--- src/rtl/wave_table_loader_if.sv ---
// Sample-stream, RAM write port and status signals of the wave table loader.
// The loader uses the slave modport. The source/controller side uses master.
interface wave_table_loader_if #(
  parameter int unsigned COUNT_SIZE = 8,
  parameter int unsigned DATA_W     = 8
);
  logic                  start;
  logic                  s_valid;
  logic [DATA_W-1:0]     s_data;
  logic                  s_ready;
  logic                  we;
  logic [COUNT_SIZE-1:0] waddr;
  logic [DATA_W-1:0]     wdata;
  logic                  table_ready;
  logic                  load_err;

  modport master (
    output start, s_valid, s_data,
    input  s_ready, we, waddr, wdata, table_ready, load_err
  );

  modport slave (
    input  start, s_valid, s_data,
    output s_ready, we, waddr, wdata, table_ready, load_err
  );
endinterface

--- src/rtl/wave_table_loader.sv ---
// Fills a 2^COUNT_SIZE-entry waveform RAM from a valid/ready stream and flags the
// table valid once complete. A stalled source causes an abort, and the table is not marked valid.
module wave_table_loader #(
  parameter int unsigned COUNT_SIZE = 8,
  parameter int unsigned DATA_W     = 8,
  parameter int unsigned TIMEOUT    = 1023
) (
  input logic                 clk,
  input logic                 resetN,
  wave_table_loader_if.slave  bus
);

  localparam logic [1:0] StIdle = 2'd0;
  localparam logic [1:0] StLoad = 2'd1;
  localparam logic [1:0] StDone = 2'd2;
  localparam logic [1:0] StErr  = 2'd3;

  // The counter only needs to hold 0..TIMEOUT-1. The abort fires on the idle cycle that reaches TIMEOUT.
  localparam int unsigned      TW      = (TIMEOUT < 2) ? 1 : $clog2(TIMEOUT);
  localparam logic [TW-1:0]    TLast   = TW'(TIMEOUT - 1);
  localparam logic [COUNT_SIZE-1:0] LastIdx = {COUNT_SIZE{1'b1}};

  logic [1:0]            state_q, state_d;
  logic [COUNT_SIZE-1:0] idx_q, idx_d;
  logic [COUNT_SIZE-1:0] waddr_q, waddr_d;
  logic [DATA_W-1:0]     wdata_q, wdata_d;
  logic [TW-1:0]         tcnt_q, tcnt_d;
  logic                  we_q, we_d;
  logic                  s_ready_q, s_ready_d;
  logic                  table_ready_q, table_ready_d;
  logic                  load_err_q, load_err_d;
  logic                  xfer;

  assign xfer = bus.s_valid & s_ready_q;

  always_comb begin
    state_d       = state_q;
    idx_d         = idx_q;
    waddr_d       = waddr_q;
    wdata_d       = wdata_q;
    tcnt_d        = tcnt_q;
    we_d          = 1'b0;
    s_ready_d     = s_ready_q;
    table_ready_d = table_ready_q;
    load_err_d    = load_err_q;

    // start wins over the handshake. A coinciding sample is dropped.
    if (bus.start) begin
      state_d       = StLoad;
      idx_d         = '0;
      waddr_d       = '0;
      tcnt_d        = '0;
      s_ready_d     = 1'b1;
      table_ready_d = 1'b0;
      load_err_d    = 1'b0;
    end else if (state_q == StLoad) begin
      if (xfer) begin
        we_d    = 1'b1;
        wdata_d = bus.s_data;
        waddr_d = idx_q;
        idx_d   = idx_q + 1'b1;
        tcnt_d  = '0;
        if (idx_q == LastIdx) begin
          state_d       = StDone;
          s_ready_d     = 1'b0;
          table_ready_d = 1'b1;
        end
      end else if (tcnt_q == TLast) begin
        state_d       = StErr;
        tcnt_d        = '0;
        s_ready_d     = 1'b0;
        table_ready_d = 1'b0;
        load_err_d    = 1'b1;
      end else begin
        tcnt_d = tcnt_q + 1'b1;
      end
    end
  end

  always_ff @(posedge clk or negedge resetN) begin
    if (!resetN) begin
      state_q       <= StIdle;
      idx_q         <= '0;
      waddr_q       <= '0;
      wdata_q       <= '0;
      tcnt_q        <= '0;
      we_q          <= 1'b0;
      s_ready_q     <= 1'b0;
      table_ready_q <= 1'b0;
      load_err_q    <= 1'b0;
    end else begin
      state_q       <= state_d;
      idx_q         <= idx_d;
      waddr_q       <= waddr_d;
      wdata_q       <= wdata_d;
      tcnt_q        <= tcnt_d;
      we_q          <= we_d;
      s_ready_q     <= s_ready_d;
      table_ready_q <= table_ready_d;
      load_err_q    <= load_err_d;
    end
  end

  assign bus.s_ready     = s_ready_q;
  assign bus.we          = we_q;
  assign bus.waddr       = waddr_q;
  assign bus.wdata       = wdata_q;
  assign bus.table_ready = table_ready_q;
  assign bus.load_err    = load_err_q;

endmodule

--- src/flat_wrapper.sv ---
// flat-port wrapper written by rule: the top's interface ports become plain ports
module wave_table_loader_flat 
#(
  parameter int unsigned COUNT_SIZE = 8,
  parameter int unsigned DATA_W     = 8,
  parameter int unsigned TIMEOUT    = 1023
)
  (clk, resetN, bus_start, bus_s_valid, bus_s_data, bus_s_ready, bus_we, bus_waddr, bus_wdata, bus_table_ready, bus_load_err);
  wave_table_loader_if #(.COUNT_SIZE(COUNT_SIZE), .DATA_W(DATA_W)) bus_i ();
  input logic clk;
  input logic resetN;
  input wire logic [$bits(bus_i.start)-1:0] bus_start;
  input wire logic [$bits(bus_i.s_valid)-1:0] bus_s_valid;
  input wire logic [$bits(bus_i.s_data)-1:0] bus_s_data;
  output wire logic [$bits(bus_i.s_ready)-1:0] bus_s_ready;
  output wire logic [$bits(bus_i.we)-1:0] bus_we;
  output wire logic [$bits(bus_i.waddr)-1:0] bus_waddr;
  output wire logic [$bits(bus_i.wdata)-1:0] bus_wdata;
  output wire logic [$bits(bus_i.table_ready)-1:0] bus_table_ready;
  output wire logic [$bits(bus_i.load_err)-1:0] bus_load_err;
  assign bus_i.start = bus_start;
  assign bus_i.s_valid = bus_s_valid;
  assign bus_i.s_data = bus_s_data;
  assign bus_s_ready = bus_i.s_ready;
  assign bus_we = bus_i.we;
  assign bus_waddr = bus_i.waddr;
  assign bus_wdata = bus_i.wdata;
  assign bus_table_ready = bus_i.table_ready;
  assign bus_load_err = bus_i.load_err;
  wave_table_loader #(.COUNT_SIZE(COUNT_SIZE), .DATA_W(DATA_W), .TIMEOUT(TIMEOUT)) u_core (.clk(clk), .resetN(resetN), .bus(bus_i));
endmodule
--- config.mk ---
export PLATFORM = sky130hd
export DESIGN_NAME = wave_table_loader_flat
export DESIGN_NICKNAME = d
export VERILOG_FILES = /design/src/rtl/wave_table_loader_if.sv /design/src/rtl/wave_table_loader.sv /design/src/flat_wrapper.sv
export SDC_FILE = /design/constraint.sdc
export NUM_CORES = 1
export LEC_CHECK = 0
export ABC_AREA = 1
export BUFFER_PORTS_ARGS = -buffer_cell sky130_fd_sc_hd__buf_2
export CAP_MARGIN = 20
export CORE_MARGIN = 1.5
export CORE_UTILIZATION = 40
export CTS_BUF_LIST = sky130_fd_sc_hd__clkbuf_2 sky130_fd_sc_hd__clkbuf_4 sky130_fd_sc_hd__clkbuf_8
export DETAILED_ROUTE_END_ITERATION = 8
export MAX_ROUTING_LAYER = met4
export SLEW_MARGIN = 20
export SYNTH_ARGS = -nofsm -noshare
export SYNTH_HDL_FRONTEND = slang
export SYNTH_SLANG_ARGS = --single-unit
--- constraint.sdc ---
create_clock -name clk -period 1.9 [get_ports clk]
set_clock_uncertainty 0.05 [all_clocks]
set_input_delay 0.285 -clock clk [delete_from_list [all_inputs] [get_ports clk]]
set_output_delay 0.285 -clock clk [all_outputs]
set_load 0.05 [all_outputs]
==> results of run 1 <==
final timing paths:
kind	depth (start not counted)	endpoint
hold / removal	3	u_core.bus.wdata[2]
max in group asynchronous	3	u_core.tcnt_q[2]
setup reg to reg	6	u_core.idx_q[5]
setup / recovery	6	u_core.idx_q[5]
min in group asynchronous	2	u_core.bus.wdata[5]
hold reg to reg	2	u_core.state_q[0]
layout by cell type (no fill, tap or decap), drive strengths merged:
cell         instances
buf                 33
clkinv               3
a22o                 1
nor4                 1
ha                   3
nor2                22
a32o                 1
o22ai                1
nand4                4
xor2                 3
clkbuf               6
nand2               67
o32ai                1
dfrtp               40
nor3                 3
o21ai               15
nand3               11
dlygate4sd3          1
inv                 25
a21oi                6
critical path: cells and delay by family (launching register included):
kind	cells	cell delay [ns]
simple gates	4	0.70
buf+inv	1	0.27
compound gates	1	0.10
flops	1	0.37
cells in the mapped netlist, types with 2 or more instances:
cell type	number	share of area (%)
nand2_1	65	14
dfrtp_1	40	56
inv_1	20	4.2
nor2_1	20	4.2
nand3_1	10	2.8
o21ai_0	10	2.8
a21oi_1	6	1.7
inv_2	5	1.0
o21ai_1	5	1.4
nand4_1	4	1.4
ha_1	3	2.1
xor2_1	3	1.5
buf_2	2	0.56
nand2_2	2	0.70
nor3_1	2	0.56
flip-flops by register name (all words and copies together), names as in the netlist:
name / cells
u_core.tcnt_q: 10
u_core.idx_q: 8
u_core.bus.s_ready: 1
u_core.bus.wdata: 8
u_core.bus.waddr: 8
u_core.bus.we: 1
u_core.bus.load_err: 1
u_core.state_q: 2
u_core.bus.table_ready: 1
stage by stage:
step	worst slack (ns)	instance area [um^2]	util [%]	hold WS, ns
detailed placement	0.349	2010	46.5	0.203
global placement	0.317	2010	46.5	0.207
CTS	0.325	2110	48.8	0.123
global route	0.146	2110	48.8	0.137
finish	0.336	2110	48.8	0.125
floorplan	0.307	1790	-	-0.0606
layout make-up:
type	count	area share, %
multi-input combinational	139	31.4
sequential	40	47.4
tap	52	3.08
timing repair buffer	34	9.12
clock buffer	6	3.91
clock inverter	2	0.474
inverter	26	4.62
logic make-up (layout without fill, tap and decap cells):
logic type / count (synthesis) / count (layout)
compound gates: 25 / 25
xor+xnor: 3 / 3
fa+ha+maj: 3 / 3
buf+inv: 30 / 68
flops: 40 / 40
simple gates: 108 / 108
per-layer routing:
metal,vias up,global-route usage [%],part of all wire (%)
met1,626,22.8,50
met2,29,23.3,43
met4,0,8.33,2.5
met3,7,3.46,4.0
li1,738,-,-
met5,-,-,0
power groups by stage:
| stage | Sequential (mW) | Combinational, mW | Clock, mW |
|---|---|---|---|
| 6_report | 1.02 | 0.641 | 0.582 |
| 5_1_grt | 1.03 | 0.690 | 0.639 |
| 4_1_cts | 1.02 | 0.649 | 0.598 |
| 3_5_place_dp | 1.03 | 0.647 | 0 |
| 3_3_place_gp | 1.03 | 0.642 | 0 |
| 2_1_floorplan | 1.33 | 0.179 | 0 |
==> flow_summary_export.csv, run 1 <==
group,metric,value,unit
logic_synthesis,synth_area_per_cell,8.57,um^2
floorplanning,die_area,4890,um^2
clock_network,cts_tree,"built",
grt,grt_first_pass_wirelength,6.16,mm
logic_synthesis,synthDistinctLibCells,27,
detailed_routing,drc_errors,0,
grt,grt_util_all_layers,16.6,%
cells_and_area,n_antenna_cell,0,
detailed_routing,drt_first_pass_iters,4,
worst_setup_path,slowest_delay,0.37,ns
worst_setup_path,crit_path_start_kind,"flop",
grt,grt_antenna_before_repair,0,
detailed_routing,num_vias,1400,
floorplanning,dieHeight,69.9,um
logic_synthesis,synthSimpleGateAreaFrac,25.7,%
worst_hold_path,hold_path_class,"in -> reg",
logic_synthesis,synth_top_family_by_area,"simple AND/OR/NAND/NOR gates",
cells_and_area,final_cells,299,
logic_synthesis,synth_xor_area_share,1.47,%
clock_network,clock_path_buffers,2,
logic_synthesis,synth_area,1790,um^2
clock_network,numCtsBuffers,5,
power_and_ir_drop,p_sw_share,38.2,%
grt,grt_max_degree,23,
power_and_ir_drop,pwr-share-clk,26.0,%
clock_network,cts_sinks,40,
clock_network,ctsHtreeMaxLevel,2,
detailed_routing,drt_iter0_drc,122,
sta,grt_setup_unrepaired,"false",
clock_network,cts-root-buf,"clkbuf_8",
cells_and_area,multi_input_area,663,um^2
cells_and_area,drive_gt1_share,21.1,%
worst_setup_path,cp.arrival,1.74,ns
floorplanning,coreArea,4320,um^2
clock_network,clkSlewWorstSetupHoldPaths,0.07,ns
detailed_routing,routed_wl,3.45,mm
logic_synthesis,ys_ff_latch,40,
worst_setup_path,critical_path.startpoint,"u_core.bus.s_ready",
power_and_ir_drop,p_per_area,1060,nW/um^2
worst_setup_path,cp_slowest_cell,"dfrtp_1",
logic_synthesis,syn_nets,224,
logic_synthesis,ys_seq_area_share,55.9,%
power_and_ir_drop,p_leak,1.10,nW
job,max-cap-violations,0,
logic_synthesis,synth_fa_ha_area_share,2.10,%
floorplanning,die_x,69.9,um
sta,setup_viol,0,
sta,hold_viol,0,
place,port_buffers,31,
place,dpl.cell_count,290,
cells_and_area,fin_nets,261,
logic_synthesis,yosysWarnings,0,
sta,worst_pin_slew,0.439,ns
detailed_routing,via_per_inst,4.68,
power_and_ir_drop,seqPwrFrac,45.4,%
worst_setup_path,regToRegStartpoint,"u_core.bus.s_ready",
logic_synthesis,ys_async_sr_fraction,100,%
sta,fin_crit_sh,82.3,%
sta,period_minus_slack,1.56,ns
sta,max_freq,639,MHz
grt,grt-ovfl-total,0,
worst_setup_path,worstPathCellList,"nand2_1 -> nor2_2 -> nand2_2 -> inv_2 -> nand2_1 -> o22ai_1",
clock_network,postCtsSetupRepairBufs,0,
power_and_ir_drop,ir_drop,675,uV
floorplanning,rows,24,
power_and_ir_drop,p_total,2.24,mW
cells_and_area,fillerInstances,423,
floorplanning,io_pins,32,
place,dp_hpwl,2.51,mm
clock_network,cts_resized,0,
power_and_ir_drop,p_sw,0.855,mW
worst_hold_path,holdCritStartpoint,"bus_s_data[2]",
cells_and_area,area_growth,18.0,%
power_and_ir_drop,p_int,1.39,mW
logic_synthesis,synth_edf_count,0,
worst_setup_path,cp.required,2.07,ns
clock_network,clk_latency,0.30,ns
sta,slew_headroom,70.7,%
status,status,"finished, final reports clean",
place,gp_congestion,0.756,
worst_setup_path,path_class,"reg -> reg",
worst_setup_path,cp_max_fo,18,
floorplanning,initial_core_util,41.4,%
power_and_ir_drop,combPwrFrac,28.6,%
worst_setup_path,cpMostUsedCell,"nand2_1",
sta,setup-tns-final,0,ns
worst_setup_path,end_kind,"flop",
detailed_routing,routedWlPerCell,11.6,um
cells_and_area,seqCellArea,1000,um^2
logic_synthesis,synth_ff_type,"dfrtp_1",
logic_synthesis,muxShareOfSynthArea,0,%
grt,grt_pass1_vias,1339,
sta,slew_violations,0,
worst_setup_path,rrSetupSlack,0.34,ns
logic_synthesis,synthCells,209,
detailed_routing,antenna_left,0,
clock_network,cts_hold_buf,1,
logic_synthesis,synth_compound_area_share,7.76,%
Note: power is estimated with default switching activity, not from simulation.
==> run 2: changes to the inputs <==
==> constraint.sdc (replaced) <==
create_clock -name clk -period 1.4 [get_ports clk]
set_clock_uncertainty 0.05 [all_clocks]
set_input_delay 0.21 -clock clk [delete_from_list [all_inputs] [get_ports clk]]
set_output_delay 0.21 -clock clk [all_outputs]
set_load 0.05 [all_outputs]
==> run 2 against run 1 <==
Effect of this change: the flow now finishes with violations (setup timing); sequential power rose by 35%; cell count rose by 7.7%; critical path type unchanged; critical path depth increased by 2; global-route usage up 1.4 points; power grew 46%; largest cell class unchanged.
==> flow_summary_export.csv, run 2 (synthesis results as in run 1) <==
group,metric,value,unit
status,status,"complete, but fails checks",
status,violations,"setup timing",
floorplanning,coreArea,4320,um^2
sta,fin_crit_sh,102,%
clock_network,clk_latency,0.30,ns
worst_setup_path,cp.arrival,1.57,ns
power_and_ir_drop,p_per_area,1340,nW/um^2
sta,worst_pin_slew,0.245,ns
worst_hold_path,min_to,"u_core.bus.wdata[1]",
sta,setup_viol,9,
worst_hold_path,hold_depth,3,
cells_and_area,layout_common_cells,"nand2_1, dfrtp_1, buf_2",
power_and_ir_drop,ir_drop,1210,uV
detailed_routing,num_vias,1538,
detailed_routing,drt_first_pass_iters,4,
floorplanning,io_pins,32,
floorplanning,rows,24,
cells_and_area,final_core_util,56.3,%
cells_and_area,n_antenna_cell,0,
clock_network,clkSlewWorstSetupHoldPaths,0.08,ns
cells_and_area,drive_gt1_share,38.1,%
sta,slew_violations,0,
worst_setup_path,cp.required,1.54,ns
place,dpl.cell_count,306,
worst_setup_path,regToRegStartpoint,"u_core.idx_q[0]",
grt,grt_pass1_vias,1489,
worst_setup_path,path_class,"reg -> reg",
worst_setup_path,crit_path_start_kind,"flop",
clock_network,cts_sinks,40,
worst_setup_path,end_kind,"flop",
worst_hold_path,holdCritStartpoint,"bus_s_data[1]",
detailed_routing,drt_iter0_drc,47,
sta,fin_ws,-0.0247,ns
cells_and_area,final_common_cell,"nand2_1",
sta,slew_headroom,83.7,%
clock_network,numCtsBuffers,5,
grt,grt_first_pass_wirelength,6.77,mm
detailed_routing,routedWlPerCell,12.3,um
cells_and_area,area_growth,35.8,%
worst_setup_path,r2r_cells,8,
clock_network,ctsHtreeMaxLevel,2,
power_and_ir_drop,p_total,3.27,mW
worst_setup_path,cp_max_fo,3,
grt,grt_max_degree,35,
grt,grt_util_all_layers,17.9,%
detailed_routing,routed_wl,3.95,mm
cells_and_area,regMostFlops,"u_core.tcnt_q",
sta,setup-tns-final,-0.0812,ns
cells_and_area,largest_register_ffs,10,
worst_setup_path,rrSetupSlack,-0.02,ns
place,dp_hpwl,2.87,mm
cells_and_area,final_cells,322,
sta,hold_viol,0,
grt,grt-ovfl-total,0,
worst_hold_path,hold_path_class,"in -> reg",
floorplanning,die_x,69.9,um
floorplanning,dieHeight,69.9,um
sta,grt_setup_unrepaired,"true",
clock_network,cts_tree,"built",
place,gp_congestion,0.816,
place,port_buffers,31,
clock_network,cts-root-buf,"clkbuf_8",
detailed_routing,via_per_inst,4.78,
detailed_routing,antenna_left,0,
power_and_ir_drop,p_leak,1.24,nW
clock_network,clock_path_buffers,2,
sta,period_minus_slack,1.42,ns
job,max-cap-violations,0,
cells_and_area,fin_nets,284,
worst_setup_path,r2r-end,"u_core.idx_q[7]",
sta,max_freq,702,MHz
floorplanning,die_area,4890,um^2
detailed_routing,drc_errors,0,
floorplanning,initial_core_util,41.4,%
grt,grt_antenna_before_repair,0,
run 2: area by class of cell:
cell class,instances,area (um^2)
Sequential cell,40,1000
Inverter,26,105
Clock buffer,7,90.1
Fill cell,403,1890
Tap cell,52,65.1
Clock inverter,1,7.51
Multi-Input combinational cell,139,793
Timing Repair Buffer,57,369
run 2: worst max-delay path by stage:
| stage | startpoint | to |
|---|---|---|
| after floorplan | u_core.bus.s_ready | u_core.bus.waddr[0] |
| after global placement | u_core.tcnt_q[0] | u_core.tcnt_q[3] |
| after detailed placement | u_core.tcnt_q[0] | u_core.tcnt_q[3] |
| after CTS | u_core.idx_q[3] | u_core.idx_q[7] |
| after global routing | u_core.idx_q[0] | u_core.idx_q[7] |
| final | u_core.idx_q[0] | u_core.idx_q[7] |
run 2: routing by layer:
metal	routed length [um]	track usage [%]	share of wire (%)
met5	0	-	0
met4	70	7.05	1.8
met3	151	3.46	3.8
met2	1980	28.4	50
met1	1750	22.9	44
run 2: through the flow:
stage / instance area (um^2) / setup slack (ns) / hold slack (ns)
finish: 2430 / -0.0247 / 0.0515
global route: 2430 / -0.103 / 0.0567
CTS: 2280 / 0.00382 / 0.0474
detailed placement: 2130 / -0.102 / 0.0223
global placement: 2130 / -0.110 / 0.0225
floorplan: 1790 / 0.0105 / -0.136
run 2: timing repair:
item,CTS,global route
pin swaps,2,14
setup buffers,1,6
endpoints found under the setup margin,15,33
resized for setup,8,34
hold endpoints to repair,40,0
hold buffers,1,0
run 2: worst max-delay path, stage by stage (launching register included):
cell,delay (ns)
dfrtp_1,0.38
buf_4,0.13
nand3_1,0.12
nor3_2,0.25
nand2_1,0.11
nor2_2,0.13
nand2_1,0.06
nand2_1,0.06
nor2_1,0.04
run 2: where the power goes:
group / switching [mW] / internal [mW] / leakage (nW)
registers: 0.0779 / 1.30 / 0.535
clock network: 0.412 / 0.420 / 0.0479
logic: 0.755 / 0.304 / 0.657
